$ cat config.mk
export PLATFORM = sky130hd
export DESIGN_NAME = queue_drain_ctrl_flat
export DESIGN_NICKNAME = d
export VERILOG_FILES = /design/src/rtl/queue_ctrl_pkg.sv /design/src/rtl/queue_drain_ctrl_if.sv /design/src/rtl/queue_drain_ctrl.sv /design/src/flat_wrapper.sv
export SDC_FILE = /design/constraint.sdc
export NUM_CORES = 1
export LEC_CHECK = 0
export CORE_MARGIN = 8
export CORE_UTILIZATION = 43
export DETAILED_ROUTE_END_ITERATION = 16
export PLACE_DENSITY_LB_ADDON = 0.2
export SETUP_SLACK_MARGIN = 0.1
export SYNTH_ARGS = -nofsm -noshare
export SYNTH_HDL_FRONTEND = slang
export SYNTH_SLANG_ARGS = --single-unit
$ cat constraint.sdc
create_clock -name clock -period 2.4 [get_ports clock]
set_input_delay 0.24 -clock clock [delete_from_list [all_inputs] [get_ports clock]]
set_output_delay 0.24 -clock clock [all_outputs]
set_load 0.02 [all_outputs]
$ cat src/rtl/queue_ctrl_pkg.sv
// Shared definitions for the byte-queue path: default widths and the drain sequencer states.
package queue_ctrl_pkg;

  localparam int unsigned DEF_DATA_W = 8;
  localparam int unsigned DEF_LEN_W  = 4;
  localparam int unsigned DEF_DEPTH  = 8;
  localparam int unsigned DEF_THRESH = 4;

  typedef enum logic [1:0] {
    IDLE,
    POP,
    SETTLE,
    PRESENT
  } drain_state_t;

endpackage

$ cat src/rtl/queue_drain_ctrl_if.sv
// Queue-side and consumer-side signals of the drain sequencer.
interface queue_drain_ctrl_if
  import queue_ctrl_pkg::*;
#(
  parameter int unsigned DATA_W = DEF_DATA_W,
  parameter int unsigned LEN_W  = DEF_LEN_W
);

  logic [LEN_W-1:0]  q_len_in;
  logic [DATA_W-1:0] q_data_in;
  logic              q_dequeue_out;
  logic [DATA_W-1:0] m_data_out;
  logic              m_valid_out;
  logic              m_ready_in;

  // master = the drain sequencer, slave = queue plus consumer
  modport master (
    input  q_len_in, q_data_in, m_ready_in,
    output q_dequeue_out, m_data_out, m_valid_out
  );

  modport slave (
    output q_len_in, q_data_in, m_ready_in,
    input  q_dequeue_out, m_data_out, m_valid_out
  );

endinterface

$ cat src/rtl/queue_drain_ctrl.sv
// Drains the deserializer byte queue in threshold/flush-triggered bursts and
// presents each popped byte to the consumer over valid/ready.
module queue_drain_ctrl
  import queue_ctrl_pkg::*;
#(
  parameter int unsigned DATA_W = DEF_DATA_W,
  parameter int unsigned LEN_W  = DEF_LEN_W,
  parameter int unsigned DEPTH  = DEF_DEPTH,
  parameter int unsigned THRESH = DEF_THRESH
) (
  input  logic               clock,
  input  logic               reset,
  input  logic               enable_in,
  input  logic               flush_in,
  queue_drain_ctrl_if.master bus,
  output logic               busy_out,
  output logic               full_out
);

  if (THRESH < 1 || THRESH > DEPTH) begin : g_bad_thresh
    $error("queue_drain_ctrl: THRESH must lie in 1..DEPTH");
  end

  if (DEPTH >= (1 << LEN_W)) begin : g_bad_len_w
    $error("queue_drain_ctrl: LEN_W too narrow to count DEPTH entries");
  end

  drain_state_t      state;
  logic              burst;
  logic              deq_q;
  logic              valid_q;
  logic              busy_q;
  logic [DATA_W-1:0] data_q;

  logic [LEN_W-1:0]  len;
  logic              have_data;
  logic              start;
  logic              handshake;

  assign len       = bus.q_len_in;
  assign have_data = (len != '0);
  // THRESH >= 1, so the threshold term alone already implies a non-empty queue
  assign start     = (enable_in && (len >= LEN_W'(THRESH))) || (flush_in && have_data);
  assign handshake = valid_q && bus.m_ready_in;

  // Sequencer: every pop is gated by a non-empty check made on the same edge
  always_ff @(posedge clock or posedge reset) begin
    if (reset) begin
      state   <= IDLE;
      burst   <= 1'b0;
      deq_q   <= 1'b0;
      valid_q <= 1'b0;
      busy_q  <= 1'b0;
      data_q  <= '0;
    end else begin
      deq_q <= 1'b0;
      case (state)
        IDLE: begin
          if (start) begin
            burst  <= 1'b1;
            state  <= POP;
            deq_q  <= 1'b1;
            busy_q <= 1'b1;
            data_q <= bus.q_data_in;
          end
        end
        POP: begin
          state <= SETTLE;
        end
        SETTLE: begin
          state   <= PRESENT;
          valid_q <= 1'b1;
        end
        PRESENT: begin
          if (handshake) begin
            valid_q <= 1'b0;
            if (burst && have_data) begin
              state  <= POP;
              deq_q  <= 1'b1;
              data_q <= bus.q_data_in;
            end else begin
              burst  <= 1'b0;
              state  <= IDLE;
              busy_q <= 1'b0;
            end
          end
        end
        default: begin
          state  <= IDLE;
          burst  <= 1'b0;
          busy_q <= 1'b0;
        end
      endcase
    end
  end

  assign bus.q_dequeue_out = deq_q;
  assign bus.m_valid_out   = valid_q;
  assign bus.m_data_out    = data_q;
  assign busy_out          = busy_q;
  assign full_out          = (len == LEN_W'(DEPTH));

endmodule

$ cat src/flat_wrapper.sv
// flat-port wrapper written by rule: the top's interface ports become plain ports
module queue_drain_ctrl_flat import queue_ctrl_pkg::*;
#(
  parameter int unsigned DATA_W = DEF_DATA_W,
  parameter int unsigned LEN_W  = DEF_LEN_W,
  parameter int unsigned DEPTH  = DEF_DEPTH,
  parameter int unsigned THRESH = DEF_THRESH
)
  (clock, reset, enable_in, flush_in, busy_out, full_out, bus_q_len_in, bus_q_data_in, bus_m_ready_in, bus_q_dequeue_out, bus_m_data_out, bus_m_valid_out);
  queue_drain_ctrl_if #(.DATA_W(DATA_W), .LEN_W(LEN_W)) bus_i ();
  input  logic clock;
  input  logic reset;
  input  logic enable_in;
  input  logic flush_in;
  output logic busy_out;
  output logic full_out;
  input wire logic [$bits(bus_i.q_len_in)-1:0] bus_q_len_in;
  input wire logic [$bits(bus_i.q_data_in)-1:0] bus_q_data_in;
  input wire logic [$bits(bus_i.m_ready_in)-1:0] bus_m_ready_in;
  output wire logic [$bits(bus_i.q_dequeue_out)-1:0] bus_q_dequeue_out;
  output wire logic [$bits(bus_i.m_data_out)-1:0] bus_m_data_out;
  output wire logic [$bits(bus_i.m_valid_out)-1:0] bus_m_valid_out;
  assign bus_i.q_len_in = bus_q_len_in;
  assign bus_i.q_data_in = bus_q_data_in;
  assign bus_i.m_ready_in = bus_m_ready_in;
  assign bus_q_dequeue_out = bus_i.q_dequeue_out;
  assign bus_m_data_out = bus_i.m_data_out;
  assign bus_m_valid_out = bus_i.m_valid_out;
  queue_drain_ctrl #(.DATA_W(DATA_W), .LEN_W(LEN_W), .DEPTH(DEPTH), .THRESH(THRESH)) u_core (.clock(clock), .reset(reset), .enable_in(enable_in), .flush_in(flush_in), .bus(bus_i), .busy_out(busy_out), .full_out(full_out));
endmodule
# == Yosys cells after proc, flatten, opt, wreduce, memory -nomap -nowiden ==
# Cells that the tools add are included.
# classes
magnitude_cmp,1
reduce_logical,13
eq_ne,8
n_mux,18
# op_table
operator,count
$mux 8,3
$pmux 8 s2,1
$mux 1,8
$pmux 2 s4,1
$reduce_and 4->1,2
$ne 2x1->1 const B,3
$pmux 1 s2,3
$eq 2x2->1 const B,2
$eq 4x4->1 const B,1
$ge 4x3->1 const B,1
$logic_and 1x1->1,4
$mux 2,2
$reduce_and 2->1,2
$reduce_bool 2->1,2
$reduce_bool 4->1,1
$eq 2x1->1 const B,1
$logic_not 2->1,1
$ne 2x2->1 const B,1
$logic_or 1x1->1,1
# word_totals
out_inout_bits,12
input_bits,17
reg_bits,13
elab_cells,45

# == Depth between registers and ports, before layout ==
# Gate-level depths: netlist of run 1.
# depth
word_depth,5
ltp_mapped,5

# == Worst setup path before layout of run 1 ==
# No wires, ideal clock.
# synth_path
path_type,input-to-reg
start,input port bus_q_len_in[2]
end,register u_core.data_q[0] (netlist: u_core.bus.m_data_out[0])
setup_ps,125
path_slack_ps,761
t_arrival_ps,1514
cell_stages,4
path_cell_list,or4_4 nor3b_4 o21bai_4 mux2_2
# synth_via
elab_chain_cells,5
word_cells_on_any_way,9
# synth_rtl
item,line,source
from (decl),flat_wrapper.sv:17,input wire logic [$bits(bus_i.q_len_in)-1:0] bus_q_len_in;
$ge 4x3->1 or $reduce_bool 4->1 (tied branches),"queue_drain_ctrl.sv:43, queue_drain_ctrl.sv:41",
$logic_and 1x1->1,queue_drain_ctrl.sv:43,assign start = (enable_in && (len >= LEN_W'(THRESH))) || (flush_in && have_data);
$logic_or 1x1->1,queue_drain_ctrl.sv:43,
$ne 2x1->1 (no source line),--,
$reduce_and 4->1 (no source line) (*),--,
to (signal assigned),queue_drain_ctrl.sv:64,data_q <= bus.q_data_in;
to (signal assigned),queue_drain_ctrl.sv:80,data_q <= bus.q_data_in;
to (decl),queue_drain_ctrl.sv:33,logic [DATA_W-1:0] data_q;
# Every way passes the cells marked *; elsewhere a longest branch is shown, timed or not.
# A chain may end at the register's enable or synchronous reset.

# == Worst setup path in the final report of run 1 ==
# layout_path
start,input port bus_q_len_in[2]
end,output port full_out
# layout_via
elab_chain_cells,1
# layout_rtl
item,line,source
$eq 4x4->1,queue_drain_ctrl.sv:101,assign full_out = (len == LEN_W'(DEPTH));
to (decl),flat_wrapper.sv:16,output logic full_out;
# No other way between the ends.

==> results of run 1 <==
==> per-layer routing <==
metal	track usage, %	wire length [microns]	vias to the layer above
met5	0	0	-
met4	6.56	10	0
met3	4.62	106	2
met2	17.0	720	15
met1	12.2	633	240
li1	-	-	255
==> final timing paths <==
kind | endpoint | cells past startpoint | slack [ps] | from
min in group clock | u_core.bus.m_data_out[0]$_DFFE_PP0P_ | 1 | 510 | u_core.bus.m_data_out[0]$_DFFE_PP0P_
max reg2reg | u_core.bus.m_data_out[1]$_DFFE_PP0P_ | 5 | 750 | u_core.state[1]$_DFFE_PP0P_
min reg2reg | u_core.bus.m_data_out[0]$_DFFE_PP0P_ | 1 | 510 | u_core.bus.m_data_out[0]$_DFFE_PP0P_
min | u_core.bus.m_data_out[3]$_DFFE_PP0P_ | 2 | 300 | reset
max in group asynchronous | u_core.bus.m_data_out[6]$_DFFE_PP0P_ | 2 | 1760 | reset
max | full_out | 3 | 470 | bus_q_len_in[2]
==> power groups by stage <==
| stage | logic (mW) | clock network [mW] | registers (mW) |
|---|---|---|---|
| 2_1_floorplan | 0.328 | 0 | 0.482 |
| 3_3_place_gp | 0.680 | 0 | 0.382 |
| 3_5_place_dp | 0.684 | 0 | 0.385 |
| 4_1_cts | 0.691 | 0.142 | 0.379 |
| 5_1_grt | 0.742 | 0.152 | 0.391 |
| 6_report | 0.681 | 0.134 | 0.379 |
==> layout by cell type (no fill, tap or decap) <==
cell type        instances
a311oi_1                 1
a22oi_1                  1
mux2_2                   8
o22ai_1                  2
nor3b_4                  1
ha_1                     4
nor2b_1                  1
nor2_1                   2
inv_1                    4
nand2_1                  4
a21oi_1                  1
o21bai_4                 1
and3_1                   1
clkbuf_1                 1
or4_4                    1
o21ai_0                  3
clkdlybuf4s50_1         28
clkbuf_4                 3
o41ai_1                  1
a32oi_1                  1
dfrtp_1                 13
nor4b_1                  1
o31ai_1                  1
==> state kept, by name, summed over array words and instances (netlist names) <==
name and cells:
u_core.bus.m_data_out 8, u_core.state 2, u_core.burst 1, u_core.bus.m_valid_out 1, u_core.bus.q_dequeue_out 1
==> final cells by class <==
type	instances	area share [%]
flip-flops and latches	13	33.4
multi-input cells	35	31.5
repair buffers	28	28.8
clock buffers	4	2.70
well taps	16	2.06
inverters	4	1.54
==> worst reg2reg max path, cell delays in order (launching register included) <==
cell	delay (ps)
dfrtp_1	420
ha_1	280
nand2_1	140
nor3b_4	60
o21bai_4	270
mux2_2	370
==> cell families after synthesis <==
family	Yosys count	share of synthesized area [%]
multiplexers	8	13.9
AND/OR/NAND/NOR	11	11.4
buffers and inverters	4	2.32
adder cells (fa/ha/maj)	4	7.74
AO/OA/AOI/OAI	12	14.3
flip-flops	13	50.3
==> reports/qor.csv, run 1 <==
metric,value,unit
Multi-input gate area,307,sq um
Yosys cell types,20,
Final WS setup,472,ps
worst rel slew slack,66.7,%
hold_ws,299,ps
CP Launch Type,input port,
Critical Path Max Stage Delay,670,ps
sequential fraction of the synthesis area,50.3,%
Final #Nets,106,
maximum vdd drop,0.780,mV
"Avg Cell Area, Syn",12.4,sq um
clock skew,5.47,ps
worst-path maximum fanout,3,
DR iter-0 viols,3,
asr flop ratio synth,100,%
worst hold-check path type,input port to asynchronous set/reset pin,
syn nets,73,
CTS tree,yes,
num ports,29,
Commonest cells post-synth,"dfrtp_1, mux2_2, ha_1, inv_1, nand2_1",
Final Max Tran Viols,0,
critical path data required time,2160,ps
Die Y,54.8,microns
initial antenna violation count,0,
First-pass DRT Iterations,3,
fraction of layout cells with a size suffix above 1,16.7,%
ant diodes,0,
placed instance area,947,sq um
Clock Root Buffer,clkbuf_4,
Setup Buffers After CTS,0,
Crit Path Class,input port to primary output,
fin crit share,80.4,%
post-layout minimum cycle time,1930,ps
Std-Cell Core Area,1450,sq um
Comb pwr share,57.1,%
Port-buffer cells,28,
Routed WL,1470,microns
largest net degree at the start of global routing,14,
drc violations,0,
Switch Pwr,0.454,mW
clock network fraction of total power,11.2,%
Placer Congestion,0.728,
first-pass GRT wire length,2370,microns
CP dominant cell by count,clkdlybuf4s50_1,
Max Cap Viol,0,
Worst Tran Pin Value,499,ps
vias per inst,5.12,
Seq cells post-synth,13,
fill count,118,
"CTS clk-pin slew, worst paths",80,ps
total track usage,10.9,%
clock latency at the later pin of the worst-skew pair,270,ps
Place WS,202,ps
"critical path, cell by cell","clkdlybuf4s50_1, nor4b_1, clkdlybuf4s50_1",
switching share of power,38.1,%
"Hold Vio Cnt, Final",0,
CTS Hold Bufs,0,
DP HPWL,1200,microns
Fin Setup TNS,0,ps
top_reg_cell synth,dfrtp_1,
Synth top area share,50.3,%
placed instance count,96,
DIE WIDTH,54.8,microns
P_int,0.739,mW
Sequential Power Share,31.7,%
number of synthesized flops with an enable pin,0,
cell with the most instances after synthesis,dfrtp_1,
Total Power,1.19,mW
Final setup viols,0,
largest cells by area after synthesis,"dfrtp_1, mux2_2, ha_1",
register area,325,sq um
Non-Filler Instances,100,
die area,3000,sq um
outcome,"finished, final reports clean",
total gr overflow,0,
Avg WL per Cell,14.7,microns
final instance area,973,sq um
via count,512,
# rows,14,
Highest Clock Rate,519,MHz
Final ANT Viol Nets,0,
CTS HTree Levels,1,
CP max-delay cell,clkdlybuf4s50_1,
Area Overhead vs Synth,50.5,%
Crit path buffers/inverters,2,
crit-path leading delay family,buffers and inverters,
Post-Syn Area,647,sq um
PD cells,1230,nW/um^2
Yosys warning count,0,
Mapped Cells,52,
number of global-route vias before repair,561,
Util after Layout,67.0,%
RSZ-0062 raised after global routing,no,
Worst EP arrival,1690,ps
Sink Count,13,
Lkg Pwr,0.417,nW
Clock Path Buffers,2,
cells resized by post-CTS repair,0,
Num CTS Buffers,3,
Synth area leader,dfrtp_1,
Worst setup EP type,primary output,
initial core utilization,44.5,%
Power figures use the tool's default switching activity.
==> inputs of run 2 (changes only) <==
--- a/config.mk
+++ b/config.mk
@@ -6,7 +6,7 @@
 export NUM_CORES = 1
 export LEC_CHECK = 0
 export CORE_MARGIN = 8
-export CORE_UTILIZATION = 43
+export CORE_UTILIZATION = 39
 export DETAILED_ROUTE_END_ITERATION = 16
 export PLACE_DENSITY_LB_ADDON = 0.2
 export SETUP_SLACK_MARGIN = 0.1
==> constraint.sdc (replaced) <==
create_clock -name clock -period 1.9 [get_ports clock]
set_input_delay 0.19 -clock clock [delete_from_list [all_inputs] [get_ports clock]]
set_output_delay 0.19 -clock clock [all_outputs]
set_load 0.02 [all_outputs]
==> reports/qor.csv, run 2 (synthesis gave the netlist of run 1 again) <==
metric,value,unit,change
DR iter-0 viols,8,,+5
die area,3220,sq um,+7.2%
PD cells,1580,nW/um^2,+29%
register area,325,sq um,unchanged
Final ANT Viol Nets,0,,unchanged
worst rel slew slack,66.8,%,+0.089 points
first-pass GRT wire length,2840,microns,+20%
Max Cap Viol,0,,unchanged
fill count,108,,-8.5%
largest net degree at the start of global routing,14,,unchanged
Final #Nets,112,,+5.7%
worst hold-check path type,input port to asynchronous set/reset pin,,
CTS HTree Levels,1,,unchanged
vias per inst,5.31,,+3.7%
CTS Hold Bufs,0,,unchanged
# rows,14,,unchanged
placed instance area,985,sq um,+4.0%
DIE WIDTH,56.7,microns,+3.5%
maximum vdd drop,0.847,mV,+8.5%
critical path data required time,2060,ps,-100 ps
most frequent cells in the layout,"clkdlybuf4s50_1, dfrtp_1, mux2_4, buf_4",,
worst-path maximum fanout,8,,+5
origin of the critical flop-to-flop path,u_core.state[1]$_DFFE_PP0P_,,
Clock Root Buffer,clkbuf_4,,
Final setup viols,0,,unchanged
Clock Path Buffers,2,,unchanged
drc violations,0,,unchanged
fin crit share,94.6,%,
total gr overflow,0,,unchanged
clock skew,0.663,ps,-4.80 ps
final instance area,1050,sq um,+8.1%
Placer Congestion,0.714,,-2.0%
Worst EP arrival,1960,ps,+270 ps
Worst setup EP type,flop,,
initial core utilization,42.4,%,-2.0 points
outcome,"finished, final reports clean",,
Worst Tran Pin Value,498,ps,-1.33 ps
initial antenna violation count,0,,unchanged
Final Max Tran Viols,0,,unchanged
Std-Cell Core Area,1520,sq um,+4.8%
"CTS clk-pin slew, worst paths",80,ps,about the same
Avg WL per Cell,16.2,microns,+10%
"Hold Vio Cnt, Final",0,,unchanged
fraction of layout cells with a size suffix above 1,23.3,%,+6.7 points
total track usage,10.7,%,-0.23 points
DP HPWL,1350,microns,+12%
number of global-route vias before repair,639,,+14%
First-pass DRT Iterations,4,,+1
ant diodes,0,,unchanged
Area Overhead vs Synth,62.7,%,
hold_ws,241,ps,-58.9 ps
post-layout minimum cycle time,1800,ps,
crit path from,bus_q_len_in[1],,
"commonest non-fill, non-tap cell in the layout",clkdlybuf4s50_1,,
CTS tree,yes,,
CP Launch Type,input port,,
Crit Path Class,input port to flop,,
Routed WL,1720,microns,+17%
Lkg Pwr,0.488,nW,+17%
Non-Filler Instances,106,,+6.0%
Multi-input gate area,328,sq um,+6.9%
Num CTS Buffers,3,,unchanged
via count,563,,+10%
Total Power,1.67,mW,+40%
Port-buffer cells,28,,unchanged
RSZ-0062 raised after global routing,no,,
Sink Count,13,,unchanged
Highest Clock Rate,556,MHz,
Die Y,56.7,microns,+3.5%
num ports,29,,unchanged
placed instance count,101,,+5.2%
clock latency at the later pin of the worst-skew pair,270,ps,about the same
number of flip-flops in the largest register,8,,unchanged
run 2: cell types whose count changed in the layout (fill, tap and decap cells not counted):
cell	change
mux2_2	-5
ha_2	+1
ha_1	-1
dlygate4sd2_1	+2
dlymetal6s2s_1	+1
clkdlybuf4s50_1	-3
buf_12	+1
mux2_4	+5
buf_4	+5
run 2: critical path, cell delays in order:
cell and delay [ps]:
clkdlybuf4s50_1 450, or4_4 510, nor3b_4 180, o21bai_4 160
buf_12 140, mux2_2 330
run 2: repair_timing:
action                                  in CTS  in global routing
pin swaps                                    1                  1
gates resized for setup                      3                  6
setup buffers                                0                  1
endpoints found under the setup margin       9                  8
run 2: report_power, final:
| part | switching [mW] | internal [mW] |
|---|---|---|
| Clock | 0.0910 | 0.0813 |
| Sequential | 0.0782 | 0.409 |
| Combinational | 0.453 | 0.553 |
| Total | 0.623 | 1.04 |
run 2: through the flow:
stage | TNS [ps] | utilization, % | setup WS [ps]
5_1_grt | 0 | 69.0 | 94.7
2_1_floorplan | 0 | - | 311
6_report | 0 | 69.0 | 103
3_5_place_dp | -2060 | 64.6 | -252
3_3_place_gp | -1490 | 64.6 | -184
4_1_cts | 0 | 66.4 | 72.3
run 2: layout make-up:
class	instances	share of cell area [%]
clock buffer	4	2.50
inverter	4	1.43
multi-input combinational	35	31.2
sequential	13	30.9
tap	16	1.90
timing repair buffer	34	32.1
run 2: path summary, 6_finish.rpt:
kind	endpoint	slack (ps)	cells past startpoint
setup / recovery	u_core.bus.m_data_out[6]$_DFFE_PP0P_	100	6
hold / removal	u_core.bus.m_data_out[2]$_DFFE_PP0P_	240	2
setup reg to reg	u_core.burst$_DFFE_PP0P_	230	6
hold reg to reg	u_core.bus.m_data_out[6]$_DFFE_PP0P_	510	1
max in group asynchronous	u_core.bus.m_data_out[7]$_DFFE_PP0P_	1330	2
min in group clock	u_core.burst$_DFFE_PP0P_	470	5
run 2: routing by layer:
layer / share of wire [%] / GRT usage (%) / up-vias
met3: 5.9 / 4.49 / 4
met2: 50 / 18.0 / 19
met5: 0 / 0 / -
met4: 2.0 / 5.84 / 0
met1: 42 / 10.9 / 274
li1: - / - / 266
==> inputs of run 3 (changes only) <==
--- a/config.mk
+++ b/config.mk
@@ -5,8 +5,10 @@
 export SDC_FILE = /design/constraint.sdc
 export NUM_CORES = 1
 export LEC_CHECK = 0
+export CELL_PAD_IN_SITES_DETAIL_PLACEMENT = 0
+export CELL_PAD_IN_SITES_GLOBAL_PLACEMENT = 1
 export CORE_MARGIN = 8
-export CORE_UTILIZATION = 39
+export CORE_UTILIZATION = 30
 export DETAILED_ROUTE_END_ITERATION = 16
 export PLACE_DENSITY_LB_ADDON = 0.2
 export SETUP_SLACK_MARGIN = 0.1
==> reports/qor.csv, run 3 (synthesis gave the netlist of run 1 again) <==
metric,value,unit,change
outcome,"finished, final reports clean",,
clock latency at the later pin of the worst-skew pair,270,ps,about the same
Port-buffer cells,28,,unchanged
fraction of layout cells with a size suffix above 1,24.7,%,+1.4 points
"commonest non-fill, non-tap cell in the layout",clkdlybuf4s50_1,,
Final Max Tran Viols,0,,unchanged
r2r setup slk,200,ps,-30 ps
Util after Layout,49.8,%,-19 points
total track usage,8.11,%,-2.6 points
hold_ws,231,ps,-9.09 ps
first-pass GRT wire length,2570,microns,-9.7%
Fin Setup TNS,0,ps,unchanged
RSZ-0062 raised after global routing,yes,,
Area Overhead vs Synth,63.6,%,
PD cells,1490,nW/um^2,-6.0%
CTS tree,yes,,
DIE WIDTH,62.4,microns,+10%
initial antenna violation count,0,,unchanged
Worst R2R End,u_core.bus.m_data_out[7]$_DFFE_PP0P_,,
DR iter-0 viols,19,,+11
Placer Congestion,0.770,,+8.0%
most frequent cells in the layout,"clkdlybuf4s50_1, dfrtp_1, mux2_2, buf_4",,
number of flip-flops in the largest register,8,,unchanged
drc violations,0,,unchanged
CTS Hold Bufs,0,,unchanged
Final setup viols,0,,unchanged
worst rel slew slack,68.1,%,+1.3 points
ant diodes,0,,unchanged
Total Power,1.58,mW,-5.4%
number of global-route vias before repair,595,,-6.9%
clock skew,2.82,ps,+2.16 ps
maximum vdd drop,0.830,mV,-1.9%
Highest Clock Rate,566,MHz,+1.7%
worst-path maximum fanout,3,,-5
Lkg Pwr,0.465,nW,-4.9%
Avg WL per Cell,12.6,microns,-22%
largest net degree at the start of global routing,14,,unchanged
total gr overflow,0,,unchanged
CTS HTree Levels,1,,unchanged
placed instance area,1010,sq um,+3.0%
Final #Nets,115,,+2.7%
Clock Path Buffers,2,,unchanged
Routed WL,1520,microns,-11%
post-layout minimum cycle time,1770,ps,-30.4 ps
"CTS clk-pin slew, worst paths",70,ps,about the same
die area,3900,sq um,+21%
Worst EP arrival,1920,ps,-40 ps
r2r worst-path depth,6,,unchanged
"Hold Vio Cnt, Final",0,,unchanged
Num CTS Buffers,3,,unchanged
critical path data required time,2050,ps,about the same
# rows,17,,+3
Crit Path Class,input port to flop,,
Max Cap Viol,0,,unchanged
Worst Tran Pin Value,479,ps,-19.5 ps
via count,557,,-1.1%
Die Y,62.4,microns,+10%
worst hold-check path type,input port to asynchronous set/reset pin,,
fin crit share,93.0,%,-1.6 points
vias per inst,4.60,,-13%
CP Launch Type,input port,,
Std-Cell Core Area,2130,sq um,+40%
DP HPWL,1270,microns,-5.6%
origin of the critical flop-to-flop path,u_core.state[0]$_DFFE_PP0P_,,
Clock Root Buffer,clkbuf_4,,
initial core utilization,30.4,%,-12 points
Place WS,-234,ps,+18.2 ps
Non-Filler Instances,121,,+14%
Final ANT Viol Nets,0,,unchanged
placed instance count,115,,+14%
Sink Count,13,,unchanged
num ports,29,,unchanged
final instance area,1060,sq um,+0.59%
Final WS setup,133,ps,+30.4 ps
Worst setup EP type,flop,,
First-pass DRT Iterations,4,,unchanged
fill count,207,,+92%
-- run 3: cell types whose count changed in the layout (fill, tap and decap cells not counted), sizes merged --
| cell | previous run | this run |
|---|---|---|
| dlygate4sd2 | 2 | 1 |
| clkdlybuf4s50 | 25 | 27 |
| dlymetal6s2s | 1 | 0 |
| buf | 6 | 9 |
-- run 3: worst max-delay path by stage --
| stage | from | endpoint | slack [ps] | cells past startpoint |
|---|---|---|---|---|
| 4_1_cts | bus_q_len_in[2] | u_core.bus.m_data_out[0]$_DFFE_PP0P_ | 150 | 6 |
| 3_5_place_dp | bus_q_len_in[2] | u_core.bus.m_data_out[7]$_DFFE_PP0P_ | -230 | 5 |
| 6_report | bus_q_len_in[2] | u_core.bus.m_data_out[7]$_DFFE_PP0P_ | 130 | 6 |
| 2_1_floorplan | bus_q_len_in[2] | u_core.bus.m_data_out[0]$_DFFE_PP0P_ | 310 | 4 |
| 5_1_grt | bus_q_len_in[2] | u_core.bus.m_data_out[1]$_DFFE_PP0P_ | 90 | 6 |
| 3_3_place_gp | bus_q_len_in[2] | u_core.bus.m_data_out[5]$_DFFE_PP0P_ | -210 | 5 |
-- run 3: critical path: stages --
cell and delay, ps:
clkdlybuf4s50_1 410, or4_4 540, nor3b_4 180, o21bai_4 120, buf_4 150, mux2_2 330
-- run 3: layer usage --
metal	track usage, %	vias to the layer above	wire length, microns
met1	8.77	268	650
met3	4.84	2	104
li1	-	271	-
met5	0	-	0
met2	12.9	16	754
met4	2.56	0	11
-- run 3: area by class of cell --
| class | count | area, sq um | share of cell area [%] |
|---|---|---|---|
| clock buffer | 4 | 26.3 | 2.48 |
| inverter | 4 | 15.0 | 1.42 |
| multi-input combinational | 35 | 307 | 29.0 |
| sequential | 13 | 325 | 30.7 |
| tap | 28 | 35.0 | 3.31 |
| timing repair buffer | 37 | 350 | 33.1 |
-- run 3: what timing repair did --
action                                  4_1_cts  5_1_grt
resized for setup                             1        1
pin swaps                                     1        0
buffers inserted                              2        0
endpoints found under the setup margin        9        5
-- run 3: where the power goes --
part	switching [mW]	internal [mW]	total, mW
combinational	0.440	0.497	0.937
clock	0.0791	0.0813	0.160
sequential	0.0696	0.410	0.479
total	0.589	0.988	1.58
